### config.mk
export PLATFORM = sky130hd
export DESIGN_NAME = psg_stereo_mixer
export DESIGN_NICKNAME = d
export VERILOG_FILES = /design/src/rtl/psg_stereo_mixer.sv
export SDC_FILE = /design/constraint.sdc
export NUM_CORES = 1
export LEC_CHECK = 0
export ABC_CLOCK_PERIOD_IN_PS = 5400
export CORE_MARGIN = 1
export CORE_UTILIZATION = 41
export CTS_CLUSTER_DIAMETER = 150
export CTS_CLUSTER_SIZE = 12
export DETAILED_ROUTE_END_ITERATION = 7
export SYNTH_ARGS = -nofsm -noshare
export SYNTH_HDL_FRONTEND = slang
export SYNTH_SLANG_ARGS = --single-unit
### constraint.sdc
create_clock -name clk_sys -period 5.4 [get_ports clk_sys]
set_input_delay 0.54 -clock clk_sys [delete_from_list [all_inputs] [get_ports clk_sys]]
set_output_delay 0.54 -clock clk_sys [all_outputs]
set_load 0.005 [all_outputs]
### src/rtl/psg_stereo_mixer.sv
// rtl/psg_stereo_mixer.sv - PSG channel stereo mixer with master volume and per-side sigma-delta DAC
module psg_stereo_mixer #(
  parameter int CHANNELS = 3,
  parameter int IN_W     = 8,
  parameter int OUT_W    = IN_W + 2
) (
  input  logic                     clk_sys,
  input  logic                     reset,
  input  logic                     sample_ce,
  input  logic [CHANNELS*IN_W-1:0] ch_in,
  input  logic [1:0]               stereo_mode,
  input  logic [2*CHANNELS-1:0]    pan_map,
  input  logic [3:0]               master_vol,
  input  logic                     mute,
  output logic [OUT_W-1:0]         pcm_l,
  output logic [OUT_W-1:0]         pcm_r,
  output logic                     pcm_valid,
  output logic                     dac_l,
  output logic                     dac_r
);

  localparam int PROD_W = OUT_W + 4;

  localparam logic [1:0] MODE_MONO   = 2'b00;
  localparam logic [1:0] MODE_ABC    = 2'b01;
  localparam logic [1:0] MODE_CUSTOM = 2'b11;

  logic [2*CHANNELS-1:0]    pan_dec;
  logic [CHANNELS*IN_W-1:0] ch_q;
  logic [2*CHANNELS-1:0]    pan_q;
  logic [3:0]               vol_q, vol2;
  logic                     mute_q, mute2;
  logic                     v1, v2;
  logic [OUT_W-1:0]         sum_l_c, sum_r_c, sum_l, sum_r;
  logic [PROD_W-1:0]        gain, prod_l, prod_r;
  logic [OUT_W:0]           acc_l, acc_r;

  // Per-channel L/R enables: bit0 = left, bit1 = right.
  always_comb begin
    pan_dec = '0;
    for (int i = 0; i < CHANNELS; i++) begin
      if (stereo_mode == MODE_MONO) begin
        pan_dec[2*i +: 2] = 2'b11;
      end else if (stereo_mode == MODE_CUSTOM) begin
        pan_dec[2*i +: 2] = pan_map[2*i +: 2];
      end else if (CHANNELS == 2) begin
        pan_dec[2*i +: 2] = (i == 0) ? 2'b01 : 2'b10;
      end else if (i == 0) begin
        pan_dec[2*i +: 2] = 2'b01;
      end else if (i == 1) begin
        pan_dec[2*i +: 2] = (stereo_mode == MODE_ABC) ? 2'b11 : 2'b10;
      end else if (i == 2) begin
        pan_dec[2*i +: 2] = (stereo_mode == MODE_ABC) ? 2'b10 : 2'b11;
      end else begin
        pan_dec[2*i +: 2] = 2'b11;
      end
    end
  end

  always_comb begin
    sum_l_c = '0;
    sum_r_c = '0;
    for (int i = 0; i < CHANNELS; i++) begin
      if (pan_q[2*i])
        sum_l_c = sum_l_c + OUT_W'(ch_q[i*IN_W +: IN_W]);
      if (pan_q[2*i+1])
        sum_r_c = sum_r_c + OUT_W'(ch_q[i*IN_W +: IN_W]);
    end
  end

  always_comb begin
    gain   = PROD_W'(vol2) + PROD_W'(1);
    prod_l = PROD_W'(sum_l) * gain;
    prod_r = PROD_W'(sum_r) * gain;
  end

  // Controls are captured with the sample so mode/volume switch on sample boundaries.
  always_ff @(posedge clk_sys) begin
    if (reset) begin
      ch_q      <= '0;
      pan_q     <= '0;
      vol_q     <= '0;
      mute_q    <= 1'b0;
      v1        <= 1'b0;
      sum_l     <= '0;
      sum_r     <= '0;
      vol2      <= '0;
      mute2     <= 1'b0;
      v2        <= 1'b0;
      pcm_l     <= '0;
      pcm_r     <= '0;
      pcm_valid <= 1'b0;
    end else begin
      v1 <= sample_ce;
      if (sample_ce) begin
        ch_q   <= ch_in;
        pan_q  <= pan_dec;
        vol_q  <= master_vol;
        mute_q <= mute;
      end
      v2 <= v1;
      if (v1) begin
        sum_l <= sum_l_c;
        sum_r <= sum_r_c;
        vol2  <= vol_q;
        mute2 <= mute_q;
      end
      pcm_valid <= v2;
      if (v2) begin
        pcm_l <= mute2 ? '0 : prod_l[PROD_W-1:4];
        pcm_r <= mute2 ? '0 : prod_r[PROD_W-1:4];
      end
    end
  end

  // First-order sigma-delta: the carry out of the accumulator is the bitstream.
  always_ff @(posedge clk_sys) begin
    if (reset) begin
      acc_l <= '0;
      acc_r <= '0;
      dac_l <= 1'b0;
      dac_r <= 1'b0;
    end else begin
      acc_l <= {1'b0, acc_l[OUT_W-1:0]} + {1'b0, pcm_l};
      acc_r <= {1'b0, acc_r[OUT_W-1:0]} + {1'b0, pcm_r};
      dac_l <= acc_l[OUT_W];
      dac_r <= acc_r[OUT_W];
    end
  end

endmodule

==> Word-level counts from Yosys, hierarchy flattened <==
Index checks and enable logic that the tools add are counted.
{ "totals": {"ff_bits": 107, "input_bits": 40, "output_inout_bits": 23, "elab_cells": 45} }
{ "op_classes": {"add_sub_neg": 7, "n_mul": 2, "n_eq_ne": 2, "muxes": 16, "reduce_logical": 1} }
{ "ops": {"columns": ["op", "n"], "rows": [
  ["10-bit two-way mux", 6],
  ["10-bit by 8-bit adder with 10-bit output", 4],
  ["10-bit by 5-bit multiplier with 14-bit output", 2],
  ["10-bit by 10-bit adder with 11-bit output", 2],
  ["8-bit two-way mux", 2],
  ["2-bit two-way mux", 6],
  ["4-bit by 1-bit adder with 5-bit output, second input constant", 1],
  ["2-bit by 1-bit equality test with 1-bit output, second input constant", 1],
  ["2-bit equality test, second input constant", 1],
  ["2-bit logical NOT", 1],
  ["1-bit two-way mux", 2]
]} }

==> Depth between registers and ports, before layout <==
{ "depth": {"ltp_word": 5, "mapped_depth": 19, "depth_no_buf": 17} }

==> Least setup slack after synthesis <==
Ideal clock, no wire load.
{ "synth_timing": {"path_type": "register to register", "start": "register vol2[1]", "end": "register pcm_r[9]", "setup_time_ns": 0.117, "arrival_ns": 4.482, "required_ns": 5.283, "slack_ns": 0.801, "stages_incl_launch_ff": 18, "synth_period_minus_slack_ns": 4.599, "path_cell_list": "dfxtp_1 > ha_1 > and3_1 > clkbuf_1 > clkbuf_1 > nand2_1 > fa_1 > fa_1 > fa_1 > inv_1 > ha_1 > a21oi_1 > o22ai_2 > o21ba_1 > a311o_2 > o31ai_4 > xnor2_1 > a22o_1"} }
{ "synth_between": {"elab_chain_len": 3} }
{ "synth_rtl": {"columns": ["item", "line", "text"], "rows": [
  ["from (decl)", "31", "logic [3:0] vol_q, vol2;"],
  ["from (signal assigned)", "105", "vol2 <= vol_q;"],
  ["4-bit by 1-bit adder with 5-bit output", "72", "gain = PROD_W'(vol2) + PROD_W'(1);"],
  ["10-bit by 5-bit multiplier with 14-bit output", "74", "prod_r = PROD_W'(sum_r) * gain;"],
  ["10-bit two-way mux", "111", "pcm_r <= mute2 ? '0 : prod_r[PROD_W-1:4];"],
  ["to (signal assigned)", "111", null],
  ["to (decl)", "16", "output logic [OUT_W-1:0] pcm_r,"]
]} }
No other way between the ends.
A chain may end at the register's enable or synchronous reset.

==> Worst setup path in the final report <==
{ "layout_timing": {"start": "register vol2[0]", "end": "register pcm_r[8]"} }
The elaborated chain is that of the path after synthesis.

==> summary by stage <==
Setup path
The critical path's top delay family is adder cells. STA classifies the critical path endpoint as a register. For this design, the slowest cell found on the critical path is fa_1. At the worst endpoint, the required time is approximately 5700 ps.

The critical path in this run is classified as reg -> reg. The cell repeated most along the worst path is fa_1. The worst setup path is launched from a register. The critical path goes through ha_1 > and3_1 > nand2_1 > fa_1 > fa_1 > fa_1 > inv_1 > ha_1 > a21oi_1 > o22ai_2 > o21ba_1 > a311o_2 > a21oi_1 > xnor2_1 > a22o_1. Together, buffers and inverters on the worst path number 1.

The maximum fanout along the worst path is 12. On the worst path, the slowest cell contributes a delay of 540 ps. For the worst setup path, the data arrival time is 4890 ps.

Cells and area
The layout cell share with drive strength beyond 1 is 3.47%. The number of nets in the finished design is 1216. The number of diodes is 0.

Cells fill 47.8% of the core in the end. The finished layout holds roughly 1.3k standard cells, fillers aside. The area growth from synthesis to final layout is 13.6%. The final design area excluding fillers is slightly below 10000 sq um.

Timing
The final-report setup violation count is 0. In the final timing run, aggregate negative setup slack is 0 ps. Final hold analysis gives a worst-case slack of around 440 ps. The final setup skew is 9.13 ps. The fraction of the cycle the final worst path needs is 85.9%. The slew of the pin with the lowest slew margin is 1030 ps. The max-slew violation count is 0. The maximum clock frequency is 0.216 GHz.

Setup repair after global routing left no endpoint under its margin. The final hold violation count is 0. Subtracting the final worst setup slack from the clock period gives about 4600 ps. The worst slew margin relative to its limit is just over 30%.

Floorplan
The vertical die dimension is 147 um. The effective utilization at floorplan is 42.1%. The die covers 21500 sq um.

The placeable core area is around 20000 sq um. In this run the count of I/O pins placed on the die edge is 63. The floorplan die width is ~150 um. After floorplanning, the core was divided into 52 placement rows.

Run status
The run finished with clean final reports.

Routing
The pre-antenna-repair detailed-routing pass consisted of 4 iterations. Using the TritonRoute via totals, the vias-per-cell ratio works out to 4.99. Across all layers, the routed design uses 6524 vias. The average wire per cell in the routed design is 13.2 um. The remaining antenna violation count after routing is 0.

After detailed routing, the total wire length is 17300 um. For this block, the initial DRC count from the detailed router was 242. For this run, design rule violations remaining after detail routing come to 0.

Global routing
The initial antenna violation count came to 0. The residual overflow from global routing is 0. The first global-routing pass estimated a little over 30000 um of wire. For this run, the total global-route usage over all layers was measured as 17.2%. The number of global-route vias before repair is 6327. Entering global routing, the biggest net connects 76 pins.

Power and ir drop
The switching power of the nets is 488 uW. The clock network accounts for between 30 and 40% of the total power. Net switching is 27.5% of the power. The portion of total power attributed to sequential cells is 48.5%. The areal power density over the cells is 182 nW/um^2. VDD sags by at most approximately 160 uV.

In this run the static leakage power is around 0.0047 uW. In this run, the combinational gates consume 14.3% of the power. The cell-internal power is around 1300 uW.

CTS
The total setup buffers inserted after CTS is 0. Clock-pin slew was measured on the worst setup and hold paths at 70 ps. The deepest level of the CTS H-tree is 3. The post-cts resize count is 0. The clock passes through at most 2 buffers. The total clock sinks is about 110. The clock reaches the later pin of the worst-skew pair after around 360 ps. The number of buffers created by CTS is 9. The hold buffer count at CTS is 0.

TritonCTS built the clock tree. The tree is rooted in a clkbuf_16.

Synthesis
The fraction of the yosys area taken by sequential cells is 25.0%. The post-synthesis instance area is roughly 8600 sq um. nor2_1 is the most common cell in the netlist. The average cell area after synthesis is roughly 8.6 sq um. The unique cell type count in the Yosys netlist is 61.

The most used flip-flop cell after synthesis is dfxtp_1. The number of nets in the synthesized netlist is 1175. The share of synthesized flip-flops with an asynchronous set or reset is 0%. In the post-synthesis netlist, the biggest area contributors are dfxtp_1 (25%), ha_1 (14%), fa_1 (12%). For this run, the number of Yosys warnings is 0. Summed over its instances, the top area cell type makes up 25.0% of the synthesized netlist area. The synthesized design contains 107 register bits. Synthesis produced a netlist whose cell count is 992.

The largest area contributor in the synthesized netlist is dfxtp_1. The number of enable-type register cells in the synthesized netlist is 0. The commonest cells after synthesis are nor2_1 (116), dfxtp_1 (107), inv_1 (97), ha_1 (93), nand2_1 (66).

Placed design
The routability-driven placement congestion ratio is 0.790. Detailed placement ended at an HPWL of 13700 um. The count of buffers added on input and output ports is 62. Summing all placed instances gives a cell area of 9440 sq um. In this run, placement finished with an instance count of 1292.

Worst hold path
The worst min-delay path class is reg -> reg.

Flow run
The max-cap violation count is 0.
[cell usage in the layout, fill, tap and decap left out, types with 11 or more instances in the layout]
cell             synthesis  final
a211oi_1                18     18
ha_1                    93     93
a21oi_1                 37     37
nand2b_1                23     23
dfxtp_1                107    107
a21o_1                  15     15
a22o_1                  11     11
nand2_1                 66     66
nor2b_1                 19     19
xnor2_1                 37     37
nor3_1                  23     23
mux2i_1                 44     44
and2_1                  59     59
fa_1                    50     50
clkdlybuf4s50_1          0     60
inv_1                   97     97
xor2_1                  15     15
o21ai_0                 32     32
nor2_1                 116    116
[registers in the layout (all words and copies together), names as in the netlist, 4 cells and up]
| name | cells |
|---|---|
| vol2 | 4 |
| sum_l | 10 |
| pcm_l | 10 |
| pcm_r | 10 |
| sum_r | 10 |
| acc_r | 11 |
| acc_l | 11 |
| vol_q | 4 |
| pan_q | 6 |
| ch_q | 24 |
[metrics by stage]
step           power, uW  setup WS [ps]
2_1_floorplan       1050            801
3_3_place_gp        1130            809
3_5_place_dp        1140            730
4_1_cts             1800            714
5_1_grt             1880            393
6_report            1770            762
[cell families after synthesis]
logic type / synth area share [%]
and+or+nand+nor: 18.0
AOI/OAI and AO/OA: 14.7
adders and majority gates: 25.3
buffers and inverters: 6.10
DFF: 25.0
xor gates and xnor gates: 5.31
muxes: 5.66
[layout make-up]
cell class | count | area [sq um]
Multi-Input combinational cell | 747 | 5910
Timing Repair Buffer | 70 | 686
Inverter | 98 | 368
Sequential cell | 107 | 2140
Clock buffer | 11 | 253
Fill cell | 2013 | 10600
Tap cell | 270 | 338
Clock inverter | 5 | 42.5
[metal layers]
layer / vias to the layer above / GRT usage [%] / wire length, um
met1: 3015 / 22.2 / 8610
li1: 3422 / - / -
met2: 74 / 29.9 / 8030
met4: 0 / 4.27 / 214
met5: - / 0 / 0
met3: 13 / 2.75 / 396
[worst reg2reg max path, stage by stage, from the launching register on]
cell and delay, ps:
dfxtp_1 370, ha_1 190, and3_1 420, nand2_1 160
fa_1 530, fa_1 520, fa_1 540, inv_1 40
ha_1 330, a21oi_1 170, o22ai_2 120, o21ba_1 230
a311o_2 450, a21oi_1 190, xnor2_1 80, a22o_1 200
[final timing paths]
path / start / to / slack, ps / depth (start not counted)
worst max-delay path: vol2[0] / pcm_r[8] / 760 / 15
worst min-delay path: acc_l[10] / dac_l / 440 / 1
worst max register to register: vol2[0] / pcm_r[8] / 760 / 15
worst min register to register: acc_l[10] / dac_l / 440 / 1
[power groups by stage]
stage	combinational (uW)	sequential [uW]	clock [uW]
after detailed placement	255	880	0
final	254	861	660
after global routing	288	867	721
after global placement	251	880	0
after CTS	257	861	685
after floorplan	196	855	0
No activity file was read; power rests on OpenSTA's default activity.
